**src/rtl/window_buffer_kxk.sv**
```systemverilog
// rtl/window_buffer_kxk.sv - KxK sliding pixel window with frame position tracking
module window_buffer_kxk #(
  parameter int DATA_WIDTH = 8,
  parameter int K          = 5,
  parameter int COLS       = 640,
  parameter int ROWS       = 480
) (
  input  logic                         clk,
  input  logic                         rst_n,
  input  logic                         in_valid,
  input  logic                         sof_i,
  input  logic [K*DATA_WIDTH-1:0]      col_i,
  output logic [K*K*DATA_WIDTH-1:0]    win_o,
  output logic                         win_valid,
  output logic [$clog2(COLS)-1:0]      col_idx,
  output logic [$clog2(ROWS)-1:0]      row_idx,
  output logic                         eol_o,
  output logic                         eof_o
);

  localparam int CW = $clog2(COLS);
  localparam int RW = $clog2(ROWS);

  logic [CW-1:0] col_cnt;
  logic [RW-1:0] row_cnt;
  logic [CW-1:0] cur_col;
  logic [RW-1:0] cur_row;
  logic          last_col;
  logic          last_row;

  // Position of the column being accepted; sof forces it to the frame origin
  always_comb begin
    cur_col  = col_cnt;
    cur_row  = row_cnt;
    if (sof_i) begin
      cur_col = '0;
      cur_row = '0;
    end
    last_col = (cur_col == CW'(COLS - 1));
    last_row = (cur_row == RW'(ROWS - 1));
  end

  // Counters hold the position the next accepted column will occupy
  always_ff @(posedge clk) begin
    if (!rst_n) begin
      col_cnt <= '0;
      row_cnt <= '0;
    end else if (in_valid) begin
      if (last_col) begin
        col_cnt <= '0;
        row_cnt <= last_row ? '0 : cur_row + 1'b1;
      end else begin
        col_cnt <= cur_col + 1'b1;
        row_cnt <= cur_row;
      end
    end
  end

  // Shift window left by one column and insert the new column on the right
  always_ff @(posedge clk) begin
    if (!rst_n) begin
      win_o <= '0;
    end else if (in_valid) begin
      for (int r = 0; r < K; r++) begin
        for (int c = 0; c < K - 1; c++) begin
          win_o[(r*K+c)*DATA_WIDTH +: DATA_WIDTH] <= win_o[(r*K+c+1)*DATA_WIDTH +: DATA_WIDTH];
        end
        win_o[(r*K+K-1)*DATA_WIDTH +: DATA_WIDTH] <= col_i[r*DATA_WIDTH +: DATA_WIDTH];
      end
    end
  end

  // Indices and flags describe the newest column, aligned with win_o
  always_ff @(posedge clk) begin
    if (!rst_n) begin
      col_idx   <= '0;
      row_idx   <= '0;
      win_valid <= 1'b0;
      eol_o     <= 1'b0;
      eof_o     <= 1'b0;
    end else if (in_valid) begin
      col_idx   <= cur_col;
      row_idx   <= cur_row;
      win_valid <= (cur_col >= CW'(K - 1)) && (cur_row >= RW'(K - 1));
      eol_o     <= last_col;
      eof_o     <= last_col && last_row;
    end else begin
      win_valid <= 1'b0;
      eol_o     <= 1'b0;
      eof_o     <= 1'b0;
    end
  end

endmodule

```
**config.mk**
```make
export PLATFORM = sky130hd
export DESIGN_NAME = window_buffer_kxk
export DESIGN_NICKNAME = d
export VERILOG_FILES = /design/src/rtl/window_buffer_kxk.sv
export SDC_FILE = /design/constraint.sdc
export NUM_CORES = 1
export LEC_CHECK = 0
export BUFFER_PORTS_ARGS = -buffer_cell sky130_fd_sc_hd__buf_2
export CORE_MARGIN = 5
export CORE_UTILIZATION = 51
export DETAILED_ROUTE_END_ITERATION = 10
export GPL_TIMING_DRIVEN = 0
export HOLD_SLACK_MARGIN = 0.12
export PLACE_DENSITY = 0.76
export SLEW_MARGIN = 20
export SYNTH_ARGS = -nofsm -noshare
export SYNTH_HDL_FRONTEND = slang
export SYNTH_SLANG_ARGS = --single-unit
```
**constraint.sdc**
```tcl
create_clock -name clk -period 2 [get_ports clk]
set_clock_uncertainty 0.1 [all_clocks]
set_input_delay 0.2 -clock clk [delete_from_list [all_inputs] [get_ports clk]]
set_output_delay 0.2 -clock clk [all_outputs]
set_load 0.005 [all_outputs]
```
==> flow_metrics.tcl, run 1 <==
set metrics [dict create \
    synth_cell_types 50 \
    layout-drive-gt1-share_pct 27.8 \
    synth-seq-cells 241 \
    critical_path_buf_inv_count 1 \
    maxSlewViolCount 0 \
    maxCapViolCount 0 \
    die_w_um 143 \
    drtPass1Iterations 5 \
    slew_headroom_pct 60.0 \
    cts.sinks 241 \
    grt_overflow 0 \
    cts_buffer_depth 3 \
    area_growth_pct 32.1 \
    period_share_pct 92.4 \
    cp-end-kind "flip-flop" \
    fin_util_pct 68.5 \
    syn-cell-area_um2 8970 \
    placed_cells 1373 \
    whs_ns 0.156 \
    crit_slowest_cell "dfxtp_1" \
    fmax_mhz 541 \
    hold_viol 0 \
    grt_pass1_vias 7626 \
    critPathRequiredTime_ns 2.28 \
    layout.nets 1264 \
    start_util_pct 51.9 \
    avgSynthCellArea_um2 10.1 \
    cts_root_buf "clkbuf_16" \
    post-route-min-period_ns 1.85 \
    cts_buffers 25 \
    start_kind "flip-flop" \
    hold_path.class "in2reg" \
    setup.worst_path.class "reg2reg" \
    cts_max_level 1 \
    dr_total_vias 7572 \
    ir_worst_vdd_uv 689 \
    drt_iter0_drc 439 \
    dieArea_um2 20300 \
    routed_wl_mm 25.4 \
    coreArea_um2 17300 \
    power_density_nw_per_um2 880 \
    hpwlAfterDp_mm 17.8 \
    routedWlPerCell_um 17.3 \
    drt-vias-per-instance 5.18 \
    rsz0062_at_grt "false" \
    io_buffers 264 \
    tns_ns 0 \
    path_cells "and4_4, buf_6, a41oi_1, o21ai_0, a31oi_1" \
    antenna_found_initial 1 \
    grt_max_degree 14 \
    synth-seq-area-share_pct 53.8 \
    finalSetupViolations 0 \
    synth_fp_nets 930 \
    ant_nets 0 \
    cts_tree "built" \
    grt_pass1_wl_mm 40.8 \
    grtUsageTotal_pct 24.3 \
    die_h_um 143 \
    max_slew.worst_pin.slew_ns 0.600 \
    synth_warnings 0 \
    drc 0 \
    status "completed" \
    layoutNonFillerInstCount 1463 \
    cellLeakagePower_nw 5.87 \
    clock_latency_ns 0.51 \
    cp.arrival_ns 2.13 \
    gp_congestion 0.903 \
    clkTransAtPathRegs_ns 0.06 \
    path_delay_family "compound AO/OA/AOI/OAI gates" \
    rows 48 \
    synthCells 884 \
    slowest_delay_ns 0.45 \
    worstPathMaxFanout 10 \
    ios 266 \
]
[worst paths after layout]
check | slack [ns] | startpoint | cells past startpoint | to
min | 0.16 | sof_i | 5 | col_idx[7]
min reg2reg | 0.37 | row_idx[4] | 2 | row_idx[4]
max reg2reg | 0.15 | col_cnt[0] | 5 | row_cnt[6]
max | 0.15 | col_cnt[0] | 5 | row_cnt[6]
[synthesized netlist by cell type (all sizes together)]
cell type,number,share of area [%]
nor4b,1,0.098
or2,3,0.21
nand2,25,1.1
a22oi,2,0.17
clkbuf,40,1.8
nor2,222,9.3
dfxtp,241,54
a21oi,26,1.5
inv,1,0.042
nor3b,2,0.29
o211ai,1,0.084
nand2b,7,0.49
and2,3,0.22
a2bb2oi,5,0.49
nand4,5,0.42
and3,2,0.15
o311ai,2,0.20
and4b,4,0.45
buf,25,1.6
nor2b,4,0.28
or3,3,0.21
o221a,1,0.13
o21ai,10,0.56
o21a,3,0.25
or4b,2,0.22
nor4,3,0.21
nand3,4,0.22
and3b,1,0.098
ha,2,0.28
or4,2,0.17
a211oi,1,0.084
a21bo,1,0.11
o22ai,2,0.14
nand3b,7,0.59
a31oi,4,0.28
or2b,1,0.084
and4,4,0.42
clkinv,2,0.084
a41oi,6,0.59
nor3,1,0.056
mux2i,203,23
[registers in the layout, summed over array words and instances, names as in the netlist]
name	cells
col_cnt	10
col_idx	10
eof_o	1
eol_o	1
row_cnt	9
row_idx	9
win_o	200
win_valid	1
[per-stage QoR]
stage | worst slack [ns] | area [µm²] | power, W
CTS | 0.0616 | 11800 | 0.0105
global route | 0.00602 | 11900 | 0.0108
finish | 0.151 | 11900 | 0.0104
detailed placement | -0.116 | 10600 | 0.00576
floorplan | 0.330 | 8970 | 0.00549
global placement | -0.126 | 10600 | 0.00575
[timing repair]
item / in CTS / in global routing
hold endpoints to repair: 48 / 0
resized for setup: 0 / 6
setup buffers: 0 / 0
endpoints found under the setup margin: 0 / 10
hold buffers: 43 / 0
[cell families (layout without fill, tap and decap cells)]
group                    after synthesis  in the layout  share of synthesized area, %
AND/OR/NAND/NOR                      306            306                          15.2
flip-flops                           241            241                          53.8
multiplexers                         203            203                          22.6
buffers and inverters                 68            421                          3.54
AO/OA/AOI/OAI                         64             64                          4.52
adder cells (fa/ha/maj)                2              2                         0.279
other                                  0              1                             0
[placed cells by master, fill, tap and decap left out, types with 4 or more instances in the layout]
| master | n |
|---|---|
| buf_2 | 285 |
| dfxtp_1 | 241 |
| nor2_1 | 222 |
| mux2i_1 | 203 |
| dlygate4sd3_1 | 43 |
| clkbuf_1 | 42 |
| a21oi_1 | 26 |
| clkbuf_16 | 25 |
| nand2_1 | 24 |
| o21ai_0 | 10 |
| clkbuf_8 | 8 |
| nand2b_1 | 7 |
| nand3b_1 | 7 |
| a41oi_1 | 6 |
| a2bb2oi_1 | 5 |
| nor2b_1 | 4 |
| nand4_1 | 4 |
| a31oi_1 | 4 |
| nand3_1 | 4 |
| and4b_1 | 4 |
| clkinv_2 | 4 |
[layer usage]
metal / global-route usage [%] / vias to the layer above / wire length (µm)
li1: - / 3691 / -
met1: 30.6 / 3541 / 10300
met2: 40.2 / 274 / 12000
met3: 7.03 / 66 / 2050
met4: 8.35 / 0 / 963
met5: 0 / - / 0
[layout make-up]
class                   instances  area, µm²
flip-flops and latches        241       4820
inverters                       3       11.3
multi-input cells             575       3830
clock inverters                 8       96.3
fillers                      1361       5440
plain buffers                  65        310
well taps                     225        282
clock buffers                  38        744
diodes                          1       2.50
repair buffers                307       1750
[tightest hold or removal path, cell delays in order]
cell and delay, ns:
buf_2 0.11, buf_4 0.16, nor2b_1 0.07, mux2i_1 0.13
nor2_1 0.05
[power breakdown]
part	leakage [nW]	switching, W	internal, W	total [W]
logic	3.50	0.000396	0.000346	0.000742
registers	1.95	0.0000904	0.00490	0.00499
clock network	0.414	0.00187	0.00282	0.00469
No activity file was read; power rests on OpenSTA's default activity.
==> run 2, diff against run 1 <==
- ABC_AREA: default -> 1
==> flow_metrics.tcl, run 2 <==
set metrics [dict create \
    status "completed" \
    hold_buffers 43 \
    ant_nets 0 \
    cellLeakagePower_nw 5.64 \
    rows 48 \
    worstHoldStart "rst_n" \
    fillers 1480 \
    cp.arrival_ns 2.04 \
    synthTopCellsByCount "nor2_1 (415), dfxtp_1 (241), o21ai_0 (223)" \
    largest_register_ffs 200 \
    area_growth_pct 32.5 \
    synth_edf_count 0 \
    ir_worst_vdd_uv 738 \
    synth-seq-cells 241 \
    hold_viol 0 \
    clkTransAtPathRegs_ns 0.06 \
    io_buffers 262 \
    grtUsageTotal_pct 25.5 \
    clock_latency_ns 0.50 \
    drt_iter0_drc 461 \
    yosysTopAreaCell "dfxtp_1" \
    power_switching_share_pct 24.0 \
    synth_most_common_cell "nor2_1" \
    worstPathMaxFanout 10 \
    rsz0062_at_grt "false" \
    critPathRequiredTime_ns 2.31 \
    die_w_um 142 \
    r2r_slack_ns 0.44 \
    synth_cell_types 32 \
    regMostFlops "win_o" \
    synthFlopType "dfxtp_1" \
    hold_path.class "in2reg" \
    setup.worst_path.class "in2reg" \
    synth_warnings 0 \
    hpwlAfterDp_mm 18.7 \
    layout.nets 1537 \
    routed_wl_mm 26.7 \
    drtPass1Iterations 5 \
    start_kind "input port" \
    synth_fp_nets 1205 \
    synth-seq-area-share_pct 54.3 \
    synthArstFlopShare_pct 0 \
    r2r_start "col_cnt[6]" \
    power_w 0.0113 \
    cts_buffer_depth 3 \
    cts_buffers 25 \
    p_comb_share_pct 10.0 \
    finalSetupViolations 0 \
    slew_headroom_pct 57.3 \
    dieArea_um2 20200 \
    maxSlewViolCount 0 \
    die_h_um 142 \
    synthCells 1159 \
    grt_pass1_vias 8452 \
    power_density_nw_per_um2 956 \
    regArea_um2 4820 \
    cp-end-kind "flip-flop" \
    period_share_pct 86.8 \
    cts_root_buf "clkbuf_16" \
    grt_overflow 0 \
    clkPwrFrac_pct 42.9 \
    start_util_pct 51.7 \
    crit_path_start "sof_i" \
    drt-vias-per-instance 5.13 \
    final_cell_mix "nor2_1 (415), buf_2 (277), dfxtp_1 (241), o21ai_0 (223), nand2_1 (73)" \
    fmax_mhz 576 \
    cts.sinks 241 \
    max_slew.worst_pin.slew_ns 0.641 \
    grt_pass1_wl_mm 42.8 \
    grt_max_degree 15 \
    coreArea_um2 17200 \
    post_cts_buffers 0 \
    seqPwrFrac_pct 47.1 \
    netlist_top_cells_area "dfxtp_1 (54%), nor2_1 (18%), o21ai_0 (13%)" \
    multiInputGateArea_um2 3580 \
    post-route-min-period_ns 1.74 \
    n_antenna_cell 0 \
    gp_congestion 0.965 \
    tns_ns 0 \
    avgSynthCellArea_um2 7.67 \
    netlist.area_leader.share_pct 54.3 \
    top_regs "win_o (200), col_cnt (10), col_idx (10)" \
    layout-drive-gt1-share_pct 22.6 \
    drc 0 \
    antenna_found_initial 0 \
    maxCapViolCount 0 \
    syn-cell-area_um2 8880 \
    cts_tree "built" \
    ios 266 \
    cts_max_level 1 \
    cts_resized 0 \
    dr_total_vias 8888 \
    mostFrequentLayoutCell "nor2_1" \
    p_int_w 0.00855 \
    routedWlPerCell_um 15.4 \
    power.switching_w 0.00271 \
]
==> run 2: per-stage QoR <==
step	setup slack, ns	util, %	hold slack, ns	std cells	instance area (µm²)
after floorplan	0.536	-	0.235	1159	8880
after global placement	0.190	61.0	0.320	1646	10500
after detailed placement	0.123	61.0	0.326	1646	10500
after CTS	0.301	68.5	0.138	1734	11800
after global routing	0.158	68.5	0.193	1734	11800
final	0.263	68.5	0.168	1734	11800
==> run 2: area by class of cell <==
| type | instances | share of cell area [%] |
|---|---|---|
| clock buffers | 38 | 6.41 |
| flip-flops and latches | 241 | 41.0 |
| multi-input cells | 804 | 30.4 |
| clock inverters | 7 | 0.935 |
| plain buffers | 80 | 2.98 |
| repair buffers | 305 | 14.8 |
| inverters | 34 | 1.11 |
| well taps | 225 | 2.39 |
==> run 2: worst paths after layout <==
check	end	depth (start not counted)
worst min register to register	row_cnt[8]	2
worst min-delay path	eol_o	3
worst max-delay path	row_cnt[1]	11
worst max register to register	row_cnt[6]	9
==> run 2: critical path, stage by stage <==
cell	delay (ns)
dlygate4sd3_1	0.56
buf_6	0.16
inv_4	0.07
buf_12	0.15
buf_6	0.16
nand2_1	0.13
ha_1	0.32
nand4_1	0.10
nand3_1	0.09
nand2_1	0.07
inv_1	0.03
==> run 2: cell families after synthesis <==
logic type,after synthesis,share of synthesized area [%]
simple gates,536,24.9
compound gates,264,15.0
flops,241,54.3
buf+inv,114,5.41
xor+xnor,2,0.197
fa+ha+maj,2,0.282
==> run 2: power by group through the flow <==
stage / registers, W / logic (W) / clock network [W]
after CTS: 0.00530 / 0.00113 / 0.00490
after floorplan: 0.00538 / 0.000529 / 0
after global routing: 0.00533 / 0.00127 / 0.00511
after global placement: 0.00539 / 0.00103 / 0
after detailed placement: 0.00540 / 0.00105 / 0
final: 0.00530 / 0.00113 / 0.00482
==> run 2: layer usage <==
layer  vias to the layer above  track usage, %  wire length [µm]
met3                        81            5.58              2020
met1                      4050            32.3             11000
met5                         -               0                 0
met4                         0            10.7              1160
met2                       350            42.3             12500
li1                       4407               -                 -
